**src/rtl/execute_forward_unit.sv**
```systemverilog
// -----------------------------------------------------------------------------
// execute_forward_unit
//
// Execute-stage control for the operand datapath. It keeps the EX-stage copy of
// the decoded operand fields and picks a forwarding source for each of the three
// operands (A = Rn, B = Rm, S = Rs). It also detects load-use hazards against
// the nearest downstream stage and requests stalls. On a stall or a branch flush
// it presents a bubble to the datapath.
//
// Parameters
//   NUM_FWD  : number of downstream forwarding sources (0 = memory, 1 = wb, ...)
//   RADDR_W  : register index width
//   PC_REG   : register index that always reads the PC and is never forwarded
//   LOAD_LAT : total stall cycles inserted on a load-use hazard (1..7)
//
// Ports
//   clk, rst                 clock, synchronous active-high reset
//   dec_valid                decode presents an instruction
//   dec_rn/rm/rs             source register indices
//   dec_use                  {use_rs, use_rm, use_rn} operand-read flags
//   dec_rd, dec_is_load      destination index and load flag, passed down
//   flush                    kill the EX contents (branch taken / mispredict)
//   fwd_valid[k]             source k holds a live register write
//   fwd_rd[k*RADDR_W +: ..]  destination register of source k
//   fwd_pending[k]           data of source k is not available yet
//   sel_A/B/S                0 = regfile, k+1 = forward source k, NUM_FWD+1 = PC
//   en_A/B/S                 operand register load enables
//   ex_valid                 EX holds a live, non-stalled instruction
//   ex_rd, ex_is_load        destination and load flag of the EX instruction
//   stall_req                hold fetch/decode this cycle
// -----------------------------------------------------------------------------
module execute_forward_unit #(
  parameter int NUM_FWD  = 2,
  parameter int RADDR_W  = 4,
  parameter int PC_REG   = 15,
  parameter int LOAD_LAT = 1,
  localparam int SEL_W   = $clog2(NUM_FWD + 2)
) (
  input  logic                       clk,
  input  logic                       rst,
  input  logic                       dec_valid,
  input  logic [RADDR_W-1:0]         dec_rn,
  input  logic [RADDR_W-1:0]         dec_rm,
  input  logic [RADDR_W-1:0]         dec_rs,
  input  logic [2:0]                 dec_use,
  input  logic [RADDR_W-1:0]         dec_rd,
  input  logic                       dec_is_load,
  input  logic                       flush,
  input  logic [NUM_FWD-1:0]         fwd_valid,
  input  logic [NUM_FWD*RADDR_W-1:0] fwd_rd,
  input  logic [NUM_FWD-1:0]         fwd_pending,
  output logic [SEL_W-1:0]           sel_A,
  output logic [SEL_W-1:0]           sel_B,
  output logic [SEL_W-1:0]           sel_S,
  output logic                       en_A,
  output logic                       en_B,
  output logic                       en_S,
  output logic                       ex_valid,
  output logic [RADDR_W-1:0]         ex_rd,
  output logic                       ex_is_load,
  output logic                       stall_req
);

  localparam logic [RADDR_W-1:0] PC_IDX  = RADDR_W'(PC_REG);
  localparam logic [SEL_W-1:0]   SEL_PC  = SEL_W'(NUM_FWD + 1);
  localparam logic [SEL_W-1:0]   SEL_SRC0 = SEL_W'(1);

  typedef enum logic {
    ST_RUN   = 1'b0,
    ST_STALL = 1'b1
  } state_t;

  state_t state_q, state_d;
  logic [2:0] cnt_q, cnt_d;

  // EX-stage copy of the decoded instruction
  logic               valid_q, valid_d;
  logic [RADDR_W-1:0] rn_q, rn_d;
  logic [RADDR_W-1:0] rm_q, rm_d;
  logic [RADDR_W-1:0] rs_q, rs_d;
  logic [2:0]         use_q, use_d;
  logic [RADDR_W-1:0] rd_q, rd_d;
  logic               is_load_q, is_load_d;

  // Live EX instruction; forced low while reset is held so every output is 0.
  logic live;
  assign live = valid_q && !rst;

  // Operand indices packed in {rs, rm, rn} order to line up with use_q bits.
  logic [3*RADDR_W-1:0] src_idx;
  assign src_idx = {rs_q, rm_q, rn_q};

  // ---------------------------------------------------------------------------
  // Per-operand source selection and load-use detection
  // ---------------------------------------------------------------------------
  genvar gi;
  generate
    for (gi = 0; gi < 3; gi++) begin : gen_op
      logic [RADDR_W-1:0] idx;
      logic [SEL_W-1:0]   sel;
      logic               hit_pending0;
      logic               en;

      assign idx = src_idx[gi*RADDR_W +: RADDR_W];

      always_comb begin
        sel = '0;
        if (live && use_q[gi]) begin
          if (idx == PC_IDX) begin
            sel = SEL_PC;
          end else begin
            // Walk from oldest to youngest so the lowest matching index wins.
            for (int k = NUM_FWD - 1; k >= 0; k--) begin
              if (fwd_valid[k] && (fwd_rd[k*RADDR_W +: RADDR_W] == idx)) begin
                sel = SEL_W'(k + 1);
              end
            end
          end
        end
      end

      // Only the nearest source can still be waiting on load data; an older
      // pending source is covered by the datapath and never stalls.
      assign hit_pending0 = (sel == SEL_SRC0) && fwd_pending[0];
      assign en           = live && use_q[gi] && !stall_req;
    end
  endgenerate

  assign sel_A = gen_op[0].sel;
  assign sel_B = gen_op[1].sel;
  assign sel_S = gen_op[2].sel;
  assign en_A  = gen_op[0].en;
  assign en_B  = gen_op[1].en;
  assign en_S  = gen_op[2].en;

  logic hazard;
  assign hazard = (state_q == ST_RUN) &&
                  (gen_op[0].hit_pending0 || gen_op[1].hit_pending0 || gen_op[2].hit_pending0);

  // ---------------------------------------------------------------------------
  // Stall FSM
  //   The RUN cycle that detects the hazard is itself the first stall cycle, so
  //   the STALL state covers the remaining LOAD_LAT-1 cycles. cnt holds the
  //   number of stall cycles still to come including the current one.
  // ---------------------------------------------------------------------------
  always_comb begin
    state_d   = state_q;
    cnt_d     = cnt_q;
    stall_req = 1'b0;
    if (rst) begin
      state_d = ST_RUN;
      cnt_d   = '0;
    end else if (flush) begin
      // Flush dominates: the EX instruction dies, so nothing is worth stalling for.
      state_d = ST_RUN;
      cnt_d   = '0;
    end else begin
      unique case (state_q)
        ST_RUN: begin
          if (hazard) begin
            stall_req = 1'b1;
            if (LOAD_LAT > 1) begin
              state_d = ST_STALL;
              cnt_d   = 3'(LOAD_LAT - 1);
            end
          end
        end
        ST_STALL: begin
          stall_req = 1'b1;
          if (cnt_q <= 3'd1) begin
            state_d = ST_RUN;
            cnt_d   = '0;
          end else begin
            cnt_d = cnt_q - 3'd1;
          end
        end
        default: begin
          state_d = ST_RUN;
          cnt_d   = '0;
        end
      endcase
    end
  end

  // ---------------------------------------------------------------------------
  // EX register next-state
  // ---------------------------------------------------------------------------
  always_comb begin
    valid_d   = valid_q;
    rn_d      = rn_q;
    rm_d      = rm_q;
    rs_d      = rs_q;
    use_d     = use_q;
    rd_d      = rd_q;
    is_load_d = is_load_q;
    if (flush) begin
      valid_d = 1'b0;
    end else if (!stall_req) begin
      valid_d   = dec_valid;
      rn_d      = dec_rn;
      rm_d      = dec_rm;
      rs_d      = dec_rs;
      use_d     = dec_use;
      rd_d      = dec_rd;
      is_load_d = dec_is_load;
    end
  end

  always_ff @(posedge clk) begin
    if (rst) begin
      state_q   <= ST_RUN;
      cnt_q     <= '0;
      valid_q   <= 1'b0;
      rn_q      <= '0;
      rm_q      <= '0;
      rs_q      <= '0;
      use_q     <= '0;
      rd_q      <= '0;
      is_load_q <= 1'b0;
    end else begin
      state_q   <= state_d;
      cnt_q     <= cnt_d;
      valid_q   <= valid_d;
      rn_q      <= rn_d;
      rm_q      <= rm_d;
      rs_q      <= rs_d;
      use_q     <= use_d;
      rd_q      <= rd_d;
      is_load_q <= is_load_d;
    end
  end

  // A stalled instruction is shown downstream as a bubble.
  assign ex_valid   = live && !stall_req;
  assign ex_rd      = rd_q;
  assign ex_is_load = is_load_q;

endmodule

```
**config.mk**
```make
export PLATFORM = sky130hd
export DESIGN_NAME = execute_forward_unit
export DESIGN_NICKNAME = d
export VERILOG_FILES = /design/src/rtl/execute_forward_unit.sv
export SDC_FILE = /design/constraint.sdc
export NUM_CORES = 1
export LEC_CHECK = 0
export BUFFER_PORTS_ARGS = -buffer_cell sky130_fd_sc_hd__buf_2
export CELL_PAD_IN_SITES_DETAIL_PLACEMENT = 0
export CELL_PAD_IN_SITES_GLOBAL_PLACEMENT = 1
export CORE_UTILIZATION = 28
export DETAILED_ROUTE_END_ITERATION = 6
export GPL_TIMING_DRIVEN = 0
export HOLD_SLACK_MARGIN = 0.05
export PLACE_DENSITY_LB_ADDON = 0.15
export SYNTH_ARGS = -nofsm -noshare
export SYNTH_HDL_FRONTEND = slang
export SYNTH_SLANG_ARGS = --single-unit
```
**constraint.sdc**
```tcl
create_clock -name clk -period 2.55 [get_ports clk]
set_input_delay 0.51 -clock clk [delete_from_list [all_inputs] [get_ports clk]]
set_output_delay 0.51 -clock clk [all_outputs]
set_load 0.01 [all_outputs]
```
==> results by group <==
Synth
  – Synth unique cells: 35
  – Post-synth EDFFs: 0
  – Async S/R FF share, synth: 0
  – Gate count of the mapped netlist: 177
  – Sequential element share of the synthesized area: 0.315
  – Post-synthesis register bit count: 25
  – Synthesized cell area: 1590 um2
  – Ys flop type: dfxtp_1
  – Syn nets: 215
  – Mean post-synth cell area: 8.98 um2
  – Warnings, synthesis: 0

Floorplan
  – Die Wd: 77.3 um
  – Die ar.: 5980 um2
  – Die height: 77.3 um
  – Initial core utilization: 0.290
  – IO Pins: 52
  – Row count: 27
  – Total core area: 5470 um2

Layout
  – # diodes: 0
  – Share of layout cells above drive strength 1: 0.342
  – Area delta synth->final: 31.0%
  – Final Util: 0.380
  – Layout net count: 276

Critical path
  – Cell mode on critical path: nor2b_4
  – CP max FO: 5
  – WP data arrival: 2.02 ns
  – Slowest CP cell: or4_4
  – Worst setup EP type: output pin
  – WS Path Type: reg2out
  – Critical Path Start Type: flip-flop
  – Worst path cell trace: nor2b_4 > a221o_1 > or4_4 > a31oi_4 > nor2b_4 > and2_1 > buf_2
  – Biggest cell delay along the critical path: 0.45 ns
  – CP required: 2.04 ns

Routing
  – Vias: 1,386
  – # DRC: 0
  – WL/cell: 13.1 um
  – Via/cell ratio: 4.49
  – Final Routed Wirelength: 4050 um
  – Routed Antenna Nets: 0
  – Starting DRT DRC Count: 83
  – Drt first pass iters: 4

Clock network
  – Total CTS buffers: 3
  – Clock buffer depth: 2
  – Root buf cell: clkbuf_8
  – Clk sinks: 25
  – Clk pin slew, worst setup/hold paths: 0.10 ns
  – # hold bufs at CTS: 0
  – CTS tree: done
  – Worst-skew pair later-pin latency: 0.27 ns
  – Depth of the CTS H-tree: 1

Place
  – # port buffers: 50
  – Post-DP HPWL: 3080 um
  – Gpl congestion: 0.774

Timing
  – Fin crit share: 0.993
  – Slew margin rel.: 0.728
  – Hold slack: 0.475 ns
  – RSZ-0062 raised after global routing: yes
  – Final hold viol count: 0
  – Final Skew: 0.0119 ns
  – Min cycle time layout: 2.53 ns
  – Fmax: 395 MHz
  – Final slew viol count: 0
  – Worst slew pin tran: 0.407 ns
  – Final setup vio count: 0

Global route
  – Grt ovf: 0
  – Initial antenna violation count: 0
  – First-pass GRT wire length: 6490 um
  – Vias in the first global route: 1,294
  – GRT Util Overall: 0.138
  – Largest net degree at the start of global routing: 16

Min path
  – Worst Hold Class: in2reg

Pwr
  – Pwr Density: 403 nW/um2
  – Leak pwr: 0.897 nW
  – Peak supply drop: 0.206 mV

Outcome
  – Run status: finished clean

Job
  – Max-Cap Viols: 0
[logic make-up after synthesis]
kind of cell	count (synthesis)	share of synthesized area
DFF	25	0.315
AOI/OAI and AO/OA	14	0.0701
buffers and inverters	11	0.0362
xor gates and xnor gates	21	0.116
adders and majority gates	2	0.0157
and+or+nand+nor	82	0.308
muxes	22	0.139
[state kept, by name (all words and copies together) (netlist names)]
name / count
gen_op.idx: 12
cnt_q: 3
use_q: 3
ex_rd: 4
state_q: 1
valid_q: 1
ex_is_load: 1
[placed cells by master (no fill, tap or decap), types with 2 or more instances in the layout]
master | Yosys | final
a21oi_1 | 7 | 7
clkbuf_8 | 0 | 3
ha_1 | 2 | 2
dfxtp_1 | 25 | 20
and2_1 | 4 | 3
inv_1 | 3 | 3
nand2_1 | 5 | 5
nand4_1 | 6 | 6
xnor2_1 | 5 | 5
dfxtp_4 | 0 | 3
nand2b_1 | 40 | 40
nor2b_4 | 0 | 2
or2b_1 | 2 | 2
nor3_1 | 10 | 9
mux2i_1 | 21 | 21
dfxtp_2 | 0 | 2
buf_4 | 0 | 6
or3_1 | 2 | 2
nand3_1 | 2 | 2
buf_6 | 2 | 3
buf_2 | 1 | 50
xor2_1 | 16 | 16
nor2_1 | 3 | 3
clkbuf_1 | 4 | 4
[layer usage]
metal  vias up  wire [um]  track usage
li1        723          -            -
met1       626       2110        0.201
met2        33       1730        0.203
met3         4        182       0.0318
met4         0         25       0.0340
met5         -          0            0
[where the power goes]
group          total [mW]  internal, mW  switching [mW]  leakage [nW]
logic               0.162        0.0846          0.0774         0.667
clock network       0.243         0.111           0.132        0.0217
registers           0.434         0.410          0.0237         0.208
[worst max-delay path, delay by kind of cell (launching register included)]
family | cells | cell delay, ns
compound gates | 2 | 0.46
flops | 1 | 0.37
buf+inv | 1 | 0.13
simple gates | 4 | 0.80
[metrics by stage]
stage / worst slack (ns) / total power [mW] / cell area (um2) / setup TNS [ns] / instances
5_1_grt: -0.0529 / 0.893 / 2080 / -0.188 / 309
3_3_place_gp: -0.140 / 0.599 / 1930 / -0.411 / 299
3_5_place_dp: -0.133 / 0.599 / 1930 / -0.387 / 299
2_1_floorplan: 0.0504 / 0.533 / 1590 / 0 / 177
6_report: 0.0177 / 0.839 / 2080 / 0 / 309
4_1_cts: 0.00331 / 0.850 / 2020 / 0 / 306
[synth_stat cells, types with 2 or more instances]
master | number | share of area
nor2b_1 | 2 | 0.0079
or2b_1 | 2 | 0.0094
dfxtp_1 | 25 | 0.31
clkbuf_1 | 4 | 0.0094
xor2_1 | 16 | 0.088
inv_1 | 3 | 0.0071
nand2b_1 | 40 | 0.16
nand4_1 | 6 | 0.024
buf_6 | 2 | 0.014
mux2i_1 | 21 | 0.13
and2_1 | 4 | 0.016
xnor2_1 | 5 | 0.028
nand3_1 | 2 | 0.0063
nor3_1 | 10 | 0.031
nand2_1 | 5 | 0.012
nor2_1 | 3 | 0.0071
ha_1 | 2 | 0.016
or3_1 | 2 | 0.0079
a21oi_1 | 7 | 0.022
[layout make-up]
| cell class | instances | area (um2) |
|---|---|---|
| buffer | 7 | 42.5 |
| clock buffer | 3 | 41.3 |
| clock inverter | 1 | 7.51 |
| fill | 593 | 3390 |
| inverter | 4 | 15.0 |
| multi-input combinational | 141 | 1070 |
| sequential | 25 | 514 |
| tap | 72 | 90.1 |
| timing repair buffer | 56 | 302 |
[worst paths after layout]
| kind | startpoint | end | slack [ns] | cells past startpoint |
|---|---|---|---|---|
| setup / recovery | gen_op[2].idx[1]$_SDFFE_PP0P_ | en_B | 0.02 | 7 |
| hold / removal | dec_rn[2] | gen_op[0].idx[2]$_SDFFE_PP0P_ | 0.47 | 3 |
| setup reg to reg | gen_op[2].idx[1]$_SDFFE_PP0P_ | gen_op[2].idx[1]$_SDFFE_PP0P_ | 0.50 | 8 |
| hold reg to reg | ex_rd[2]$_SDFFE_PP0P_ | ex_rd[2]$_SDFFE_PP0P_ | 0.48 | 2 |
[repair_timing]
action	in CTS	in global routing
endpoints found under the setup margin	3	4
pin swaps	1	4
setup buffers	3	3
hold endpoints to repair	0	0
resized for setup	6	12
Note: power is estimated with default switching activity, not from simulation.
